## src/rtl/channel_pwm_voice.sv

```systemverilog
// Channel voice: NCO pulse wave scaled by envelope into a PWM bit.
// Top and compare values update only at period boundaries.
module channel_pwm_voice #(
   parameter int         DUTY      = 4,
   parameter logic [7:0] RESET_TOP = 8'hff
) (
   input  logic        i_clk,
   input  logic        i_rst,
   input  logic [7:0]  i_top,
   input  logic        i_top_valid,
   input  logic [31:0] i_phase_delta,
   input  logic [8:0]  i_envelope,
   output logic        o_pwm,
   output logic        o_period_start,
   output logic [8:0]  o_sample
);

   localparam logic [3:0] DUTY_L = 4'(DUTY);

   logic [31:0] r_phase;
   logic [7:0]  r_cnt;
   logic [7:0]  r_top;
   logic [7:0]  r_top_pend;
   logic        pend_flag;
   logic [8:0]  r_cmp;

   logic        terminal;
   logic        wave;
   logic [8:0]  sample;

   assign terminal = (r_cnt == r_top);
   assign wave     = ({1'b0, r_phase[31:29]} < DUTY_L);
   assign sample   = wave ? i_envelope : 9'd0;
   assign o_sample = r_cmp;

   always_ff @(posedge i_clk) begin
      if (i_rst) begin
         r_phase        <= '0;
         r_cnt          <= '0;
         r_top          <= RESET_TOP;
         r_top_pend     <= '0;
         pend_flag      <= 1'b0;
         r_cmp          <= '0;
         o_pwm          <= 1'b0;
         o_period_start <= 1'b0;
      end else begin
         r_phase        <= r_phase + i_phase_delta;
         // 9-bit compare so a compare above top saturates high
         o_pwm          <= ({1'b0, r_cnt} < r_cmp);
         o_period_start <= terminal;
         if (terminal) begin
            r_cnt <= '0;
            r_cmp <= sample;
            if (i_top_valid) begin
               r_top     <= i_top;
               pend_flag <= 1'b0;
            end else if (pend_flag) begin
               r_top     <= r_top_pend;
               pend_flag <= 1'b0;
            end
         end else begin
            r_cnt <= r_cnt + 8'd1;
            if (i_top_valid) begin
               r_top_pend <= i_top;
               pend_flag  <= 1'b1;
            end
         end
      end
   end

endmodule

```

## config.mk

```make
export PLATFORM = sky130hd
export DESIGN_NAME = channel_pwm_voice
export DESIGN_NICKNAME = d
export VERILOG_FILES = /design/src/rtl/channel_pwm_voice.sv
export SDC_FILE = /design/constraint.sdc
export NUM_CORES = 1
export LEC_CHECK = 0
export BUFFER_PORTS_ARGS = -buffer_cell sky130_fd_sc_hd__buf_2
export CAP_MARGIN = 40
export CORE_UTILIZATION = 45
export DETAILED_ROUTE_END_ITERATION = 10
export GPL_TIMING_DRIVEN = 0
export PLACE_DENSITY_LB_ADDON = 0.15
export SLEW_MARGIN = 20
export SYNTH_ARGS = -nofsm -noshare
export SYNTH_HDL_FRONTEND = slang
export SYNTH_SLANG_ARGS = --single-unit
```

## constraint.sdc

```tcl
create_clock -name i_clk -period 2.8 [get_ports i_clk]
set_input_delay 0 -clock i_clk [delete_from_list [all_inputs] [get_ports i_clk]]
set_output_delay 0 -clock i_clk [all_outputs]
set_load 0.02 [all_outputs]
```

==> results of run 1 <==
## critical path, stage by stage (launching register included)
cell and delay [ns]:
dfxtp_2 0.33, ha_4 0.16, fa_2 0.39, a21o_1 0.18
a221o_2 0.38, a2111oi_4 0.41, nor2_4 0.10, and4_4 0.20
or4_4 0.51
## cell type report
type | instances | area, um^2
inverter | 13 | 48.8
buffer | 19 | 71.3
tap | 111 | 139
fill | 892 | 3990
sequential | 68 | 1360
clock inverter | 5 | 82.6
timing repair buffer | 86 | 536
clock buffer | 11 | 151
multi-input combinational | 405 | 2820
## flip-flops by register name, indices dropped and copies added, names as in the netlist
| name | cells |
|---|---|
| o_sample | 9 |
| r_phase | 32 |
| r_top | 8 |
| o_pwm | 1 |
| o_period_start | 1 |
| r_top_pend | 8 |
| pend_flag | 1 |
| r_cnt | 8 |
## power breakdown
group	switching, uW	leakage, uW	internal, uW	total (uW)
clock network	407	0.000120	554	961
logic	1300	0.00156	980	2280
registers	69.2	0.000560	1180	1250
total	1780	0.00224	2710	4490
## what timing repair did
| item | 4_1_cts | 5_1_grt |
|---|---|---|
| endpoints found under the setup margin | 5 | 6 |
| setup buffers | 1 | 5 |
| pin swaps | 3 | 6 |
| resized for setup | 3 | 6 |
| hold buffers | 18 | 0 |
| endpoints found under the hold margin | 18 | 0 |
## layout by cell type, fill, tap and decap left out, types with 3 or more instances in the layout
cell	instances
a211o_1	8
mux2i_1	16
nand3_1	10
ha_1	38
dlygate4sd3_1	18
nor3_1	8
nand4_1	8
nor2b_1	13
nand2_1	37
clkbuf_8	11
o211ai_1	6
and2_1	5
a21oi_1	39
dfxtp_1	67
a31oi_1	4
o22ai_1	3
o21bai_1	3
mux2_2	9
xnor2_1	11
buf_2	62
and3_1	10
a211oi_1	6
buf_4	6
o21ai_0	28
a41oi_1	3
a21boi_0	4
a21o_1	11
xor2_1	19
inv_1	13
and4_1	4
nor2_1	65
clkbuf_1	18
## worst max path at each step
stage | startpoint | slack, ns | depth (start not counted) | endpoint
3_3_place_gp | r_phase[0] | -0.12 | 8 | r_phase[22]
6_report | r_phase[0] | 0.02 | 8 | r_phase[22]
2_1_floorplan | r_phase[0] | 0.07 | 8 | r_phase[22]
3_5_place_dp | r_phase[0] | -0.15 | 8 | r_phase[22]
5_1_grt | r_phase[0] | -0.06 | 8 | r_phase[22]
4_1_cts | r_phase[0] | -0.01 | 8 | r_phase[22]
## through the flow
step | setup slack [ns] | std cells | utilization, % | total power (uW) | hold WS, ns
final | 0.0213 | 718 | 56.6 | 4490 | 0.0838
after floorplan | 0.0721 | 505 | - | 2930 | 0.109
after global routing | -0.0561 | 718 | 56.6 | 4820 | 0.127
after CTS | -0.0124 | 713 | 55.9 | 4430 | 0.0639
after global placement | -0.123 | 677 | 51.1 | 3340 | 0.199
after detailed placement | -0.151 | 678 | 51.1 | 3390 | 0.201
## routing by layer
| layer | up-vias | wire length (um) |
|---|---|---|
| li1 | 2029 | - |
| met1 | 1892 | 4790 |
| met2 | 77 | 5180 |
| met3 | 12 | 294 |
| met4 | 0 | 146 |
| met5 | - | 0 |
## cells in the mapped netlist (2+ instances only)
cell and count:
dfxtp_1 68, nor2_1 65, a21oi_1 40, ha_1 39, nand2_1 37, o21ai_0 28, xor2_1 19, clkbuf_1 18
mux2i_1 16, inv_1 13, nor2b_1 13, a21o_1 11, xnor2_1 11, and3_1 10, nand3_1 10, mux2_2 9
a211o_1 8, nand4_1 8, nor3_1 8, a211oi_1 6, o211ai_1 6, a31oi_1 5, and2_1 5, a21boi_0 4
and4_1 4, a41oi_1 3, o21bai_1 3, o22ai_1 3, a221oi_1 2, a22o_1 2, nand2b_1 2, nand3b_1 2
nor3b_1 2, nor4_1 2, o21a_1 2, o31ai_1 2
## cell families after synthesis
family | after synthesis
buffers and inverters | 32
flip-flops | 68
multiplexers | 26
adder cells (fa/ha/maj) | 40
XOR/XNOR | 30
AND/OR/NAND/NOR | 174
AO/OA/AOI/OAI | 135
==> results.cfg, run 1 <==
[sta]
drv_slew = 0
setup_tns_ns = 0
tightestPinTransition_ns = 0.624
finalCritPeriodShare_pct = 99.2
final_hold_viol_count = 0
fmax_mhz = 360
maxSlewHeadroom_pct = 58.4
period_needed_ns = 2.78
skew_ns = 0.0138
rsz0062_at_grt = yes
setup_viol = 0

[yosys]
netlist_instances = 505
muxShareOfSynthArea_pct = 6.41
synth-simple-area-share_pct = 19.6
synth_edf_count = 0
syn_area_um2 = 4250
ys_ff_latch = 68
synth_compound_area_share_pct = 21.0
syn-num-nets = 597
yosysWarnings = 0
yosys.area.top_type = dfxtp_1
synthFlopType = dfxtp_1
synthXorXnorAreaFrac_pct = 6.18
synth_top_area_share_pct = 32.0
synth-async-reset-ratio_pct = 0
synth_cell_types = 55
ys_seq_area_share_pct = 32.0
synthAdderAreaFrac_pct = 11.9
synth_area_leaders = dfxtp_1 (32%), ha_1 (11%), nor2_1 (5.7%), a21oi_1 (4.7%), xor2_1 (3.9%)
avgSynthCellArea_um2 = 8.42
synth_top_family_by_area = compound AO/OA/AOI/OAI gates

[global_route]
grt_first_pass_wirelength_um = 17200
grt_pass1_vias = 3870
gr-total-overflow = 0
met1_usage_pct = 26.8
antenna_found_initial = 0
grt_util_met3_pct = 2.74
grt_start_max_net_pins = 13
grtUsageTotal_pct = 21.9
use_met2_pct = 38.9
grt-busiest-layer = met2

[floorplanning]
rows = 35
io_pins = 63
die_height_um = 99.2
core_area_um2 = 9200
die-width_um = 99.2
start_util_pct = 46.2
dieArea_um2 = 9840

[outcome]
status = complete, no violations

[power_and_ir_drop]
power_density_nw_per_um2 = 862
p_leak_uw = 0.00224
ir_drop_mv = 0.265

[worst_hold_path]
hold_path_class = input port to flop
holdPathEnd = r_phase[31]
hp-start = i_phase_delta[31]
min_path_cells = 4

[setup_path]
timing.critical_path.from_type = flop
crit_required_ns = 3.03
crit_arrival_ns = 3.00
r2r-start = r_phase[0]
r2r_cells = 8
critPathKind = flop to flop
reg2reg_slack_ns = 0.02
crit_path_max_fanout = 5
r2r_end = r_phase[22]
crit_path_end_kind = flop

[detailed_routing]
vias = 4010
vias_per_cell = 5.58
drt-total-wl_um = 10400
drc_errors = 0
ant_nets = 0
avgRoutedWirePerCell_um = 14.5
drtIter0Drc = 112
first_pass_iters = 4

[cells_and_area]
syn2layout_area_growth_pct = 22.4
drive_gt1_share_pct = 17.3
fin_nets = 694
final_area_um2 = 5210
n_antenna_cell = 0

[placement]
place_congestion = 0.909
place_area_um2 = 4700
dp_hpwl_um = 7690
io_buffers = 61

[clocking]
cts_root_buffer = clkbuf_8
htreeDepth = 3
cts_num_sinks = 68
clk_latency_ns = 0.35
cts_made_buffers = 9
clk_transition_reported_paths_ns = 0.08
cts_buffer_depth = 2
cts_tree = built

[flow_run]
cap_violations = 0
(Power assumes the default switching activity.)
==> run 2: changes to the inputs <==
Settings changed: REMOVE_ABC_BUFFERS from default to 1.
==> results.cfg, run 2 (synthesized netlist as in run 1, its figures left out) <==
[global_route]
grt_first_pass_wirelength_um = 16600
grt_pass1_vias = 3750
grtUsageTotal_pct = 20.8
gr-total-overflow = 0
antenna_found_initial = 0
grt_start_max_net_pins = 68

[detailed_routing]
avgRoutedWirePerCell_um = 14.0
vias_per_cell = 5.65
ant_nets = 0
drc_errors = 0
drt-total-wl_um = 9800
vias = 3950
first_pass_iters = 4
drtIter0Drc = 103

[flow_run]
cap_violations = 0

[clocking]
cts_made_buffers = 9
cts_num_sinks = 68
clk_transition_reported_paths_ns = 0.08
clk_latency_ns = 0.34
cts_tree = built
htreeDepth = 3
cts_buffer_depth = 2
cts_root_buffer = clkbuf_8

[placement]
io_buffers = 62
place_area_um2 = 4640
place_congestion = 0.850
dp_hpwl_um = 6940
pre_cts_ws_ns = -0.0946

[setup_path]
timing.critical_path.from_type = input port
critPathKind = input port to flop
crit_path_max_fanout = 6
crit_path_end_kind = flop
crit_required_ns = 3.01
crit_arrival_ns = 2.96

[cells_and_area]
regArea_um2 = 1360
drive_gt1_share_pct = 17.7
final_area_um2 = 5090
final_cell_mix = dfxtp_1 (67), nor2_1 (65), buf_2 (62)
final_common_cell = dfxtp_1
syn2layout_area_growth_pct = 19.7
multi_input_area_um2 = 2810
n_antenna_cell = 0
top_register = r_phase
largest_reg_flops = 32
fin_nets = 675
fillers = 908

[power_and_ir_drop]
swShare_pct = 40.3
power_uw = 4300
pwr-share-comb_pct = 52.3
ir_drop_mv = 0.355
seqPwrFrac_pct = 28.9
power_density_nw_per_um2 = 845
p_leak_uw = 0.00220
p_sw_uw = 1730
intPower_uw = 2570
pwr-share-clk_pct = 18.8

[sta]
tightestPinTransition_ns = 0.705
rsz0062_at_grt = no
drv_slew = 0
skew_ns = 0.00864
finalCritPeriodShare_pct = 98.0
setup_viol = 0
maxSlewHeadroom_pct = 53.0
period_needed_ns = 2.74
layout_setup_ws_ns = 0.0563
final_hold_viol_count = 0
setup_tns_ns = 0
whs_ns = 0.0677
fmax_mhz = 364

[floorplanning]
die_height_um = 99.2
dieArea_um2 = 9840
start_util_pct = 46.2
io_pins = 63
die-width_um = 99.2
rows = 35
core_area_um2 = 9200

[worst_hold_path]
hold_path_class = input port to flop

[outcome]
status = complete, no violations
## run 2: changes by cell type in the layout (fill, tap and decap cells not counted), sizes merged
| cell | previous run | this run |
|---|---|---|
| clkbuf | 29 | 9 |
| clkinv | 2 | 6 |
| buf | 69 | 68 |
| bufinv | 2 | 1 |
| inv | 14 | 13 |
## run 2: per-layer routing
layer	global-route usage [%]	wire, um
met1	26.2	4550
met2	35.8	4660
met3	3.58	423
met4	7.47	165
met5	0	0
## run 2: layout make-up
cell class / instances / area share (%)
multi-input cells: 405 / 55.3
flip-flops and latches: 68 / 26.8
repair buffers: 86 / 10.5
well taps: 111 / 2.73
clock buffers: 9 / 2.43
clock inverters: 7 / 1.33
inverters: 13 / 0.959
## run 2: critical path, stage by stage
cell	delay [ns]
dlygate4sd3_1	0.53
buf_2	0.14
ha_4	0.16
fa_2	0.35
a21o_1	0.19
a221o_2	0.38
a2111oi_4	0.41
nor2_4	0.10
and4_4	0.20
or4_4	0.50
## run 2: path summary, 6_finish.rpt
path / start / endpoint / slack, ns / cells past startpoint
setup reg to reg: r_phase[0] / r_phase[22] / 0.07 / 8
hold reg to reg: pend_flag / pend_flag / 0.47 / 2
setup / recovery: i_phase_delta[0] / r_phase[22] / 0.06 / 10
hold / removal: i_phase_delta[31] / r_phase[31] / 0.07 / 4
## run 2: power by group through the flow
stage	combinational, uW	clock (uW)	sequential [uW]
2_1_floorplan	1670	0	1250
3_3_place_gp	2070	0	1260
3_5_place_dp	2090	0	1270
4_1_cts	2160	827	1240
5_1_grt	2530	871	1260
6_report	2250	809	1240
## run 2: metrics by stage
step                      instances  utilization, %
after floorplan                 486               -
after global placement          659            50.4
after detailed placement        660            50.4
after CTS                       696            54.7
after global routing            699            55.3
final                           699            55.3
## run 2: repair_timing
item / in CTS / in global routing
cloned: 0 / 0
buffers inserted: 2 / 3
endpoints found under the setup margin: 2 / 7
pin swaps: 2 / 5
gates resized for setup: 2 / 6
endpoints found under the hold margin: 18 / 0
hold buffers: 18 / 0
==> run 3: changes to the inputs <==
Settings changed: CORE_ASPECT_RATIO from default to 1.5, CORE_UTILIZATION 45 to 40.
==> results.cfg, run 3 (synthesized netlist as in run 1, its figures left out) <==
[clocking]
cts_made_buffers = 9
clk_transition_reported_paths_ns = 0.06
cts_buffer_depth = 2
htreeDepth = 3
clk_latency_ns = 0.33
cts_root_buffer = clkbuf_16
cts_num_sinks = 68
cts_tree = built

[power_and_ir_drop]
p_leak_uw = 0.00223
power_uw = 4620
power_density_nw_per_um2 = 886
ir_drop_mv = 0.353

[detailed_routing]
avgRoutedWirePerCell_um = 14.3
vias = 3866
vias_per_cell = 5.32
drc_errors = 0
drt-total-wl_um = 10400
ant_nets = 0
drtIter0Drc = 116
first_pass_iters = 4

[sta]
maxSlewHeadroom_pct = 54.3
period_needed_ns = 2.78
finalCritPeriodShare_pct = 99.2
setup_viol = 0
final_hold_viol_count = 0
rsz0062_at_grt = yes
skew_ns = 0.00441
drv_slew = 0
tightestPinTransition_ns = 0.685
setup_tns_ns = 0
fmax_mhz = 360

[floorplanning]
die_height_um = 128
core_area_um2 = 10200
start_util_pct = 41.5
rows = 45
io_pins = 63
dieArea_um2 = 11100
die-width_um = 86.2

[outcome]
status = complete, no violations

[worst_hold_path]
hold_path_class = input port to flop

[cells_and_area]
syn2layout_area_growth_pct = 22.7
n_antenna_cell = 0
fin_nets = 673
drive_gt1_share_pct = 17.1
final_cell_mix = dfxtp_1 (68), nor2_1 (65), buf_2 (62)
fillers = 1007
largest_reg_flops = 32
final_common_cell = dfxtp_1
top_register = r_phase

[setup_path]
crit_path_end_kind = flop
path_buf_inv = 2
timing.critical_path.from_type = input port
crit_path_max_fanout = 6
crit_required_ns = 3.01
crit_arrival_ns = 2.99
slowest_stage = dlygate4sd3_1
critPathTopFamily = compound AO/OA/AOI/OAI gates
max_stage_delay_ns = 0.53
path_cells = dlygate4sd3_1 -> buf_2 -> ha_4 -> fa_2 -> a21o_1 -> a221o_2 -> a2111oi_4 -> nor2_4 -> and4_4 -> or4_1
critPathKind = input port to flop

[placement]
io_buffers = 62
dp_hpwl_um = 7590
place_congestion = 0.850

[global_route]
antenna_found_initial = 0
grt_start_max_net_pins = 68
grt_pass1_vias = 3865
gr-total-overflow = 0
grt_first_pass_wirelength_um = 17500
grtUsageTotal_pct = 20.0

[flow_run]
cap_violations = 0
run 3: path summary, 6_finish.rpt:
check | slack (ns) | to | from | cells after the start
hold / removal | 0.08 | r_phase[31] | i_phase_delta[31] | 4
setup / recovery | 0.02 | r_phase[22] | i_phase_delta[0] | 10
hold reg to reg | 0.47 | pend_flag | pend_flag | 2
setup reg to reg | 0.03 | r_phase[22] | r_phase[0] | 8
run 3: power breakdown:
| part | switching (uW) | internal, uW | leakage (uW) |
|---|---|---|---|
| clock network | 464 | 694 | 0.000146 |
| logic | 1270 | 952 | 0.00153 |
| registers | 71.7 | 1180 | 0.000560 |
run 3: final cells by class:
type	count	area, um^2	area share [%]
Inverter	13	48.8	0.935
Tap cell	141	176	3.38
Clock buffer	9	225	4.32
Multi-Input combinational cell	405	2810	53.8
Timing Repair Buffer	84	520	9.97
Sequential cell	68	1360	26.1
Clock inverter	7	77.6	1.49
run 3: tightest hold or removal path: stages:
cell and delay [ns]:
buf_2 0.09, xnor2_1 0.07, nor2_1 0.09, mux2_1 0.13
run 3: routing by layer:
metal	global-route usage, %	part of all wire (%)
met1	22.4	43
met5	0	0
met4	8.24	2.1
met2	36.9	52
met3	3.35	2.8
run 3: repair_timing:
item	in CTS	in global routing
hold buffers	18	0
setup endpoints to repair	3	7
hold endpoints to repair	18	0
pin swaps	2	5
buffers inserted	1	2
resized for setup	2	4
run 3: stage by stage:
step	setup slack, ns	cells	util [%]	instance area, um^2	hold WS [ns]
after floorplan	0.0721	486	-	4180	0.0691
final	0.0221	727	50.9	5220	0.0772
after global routing	-0.0240	727	50.9	5220	0.115
after global placement	-0.0677	689	45.6	4670	0.197
after detailed placement	-0.0837	690	45.6	4680	0.201
after CTS	0.00589	725	50.5	5170	0.0715
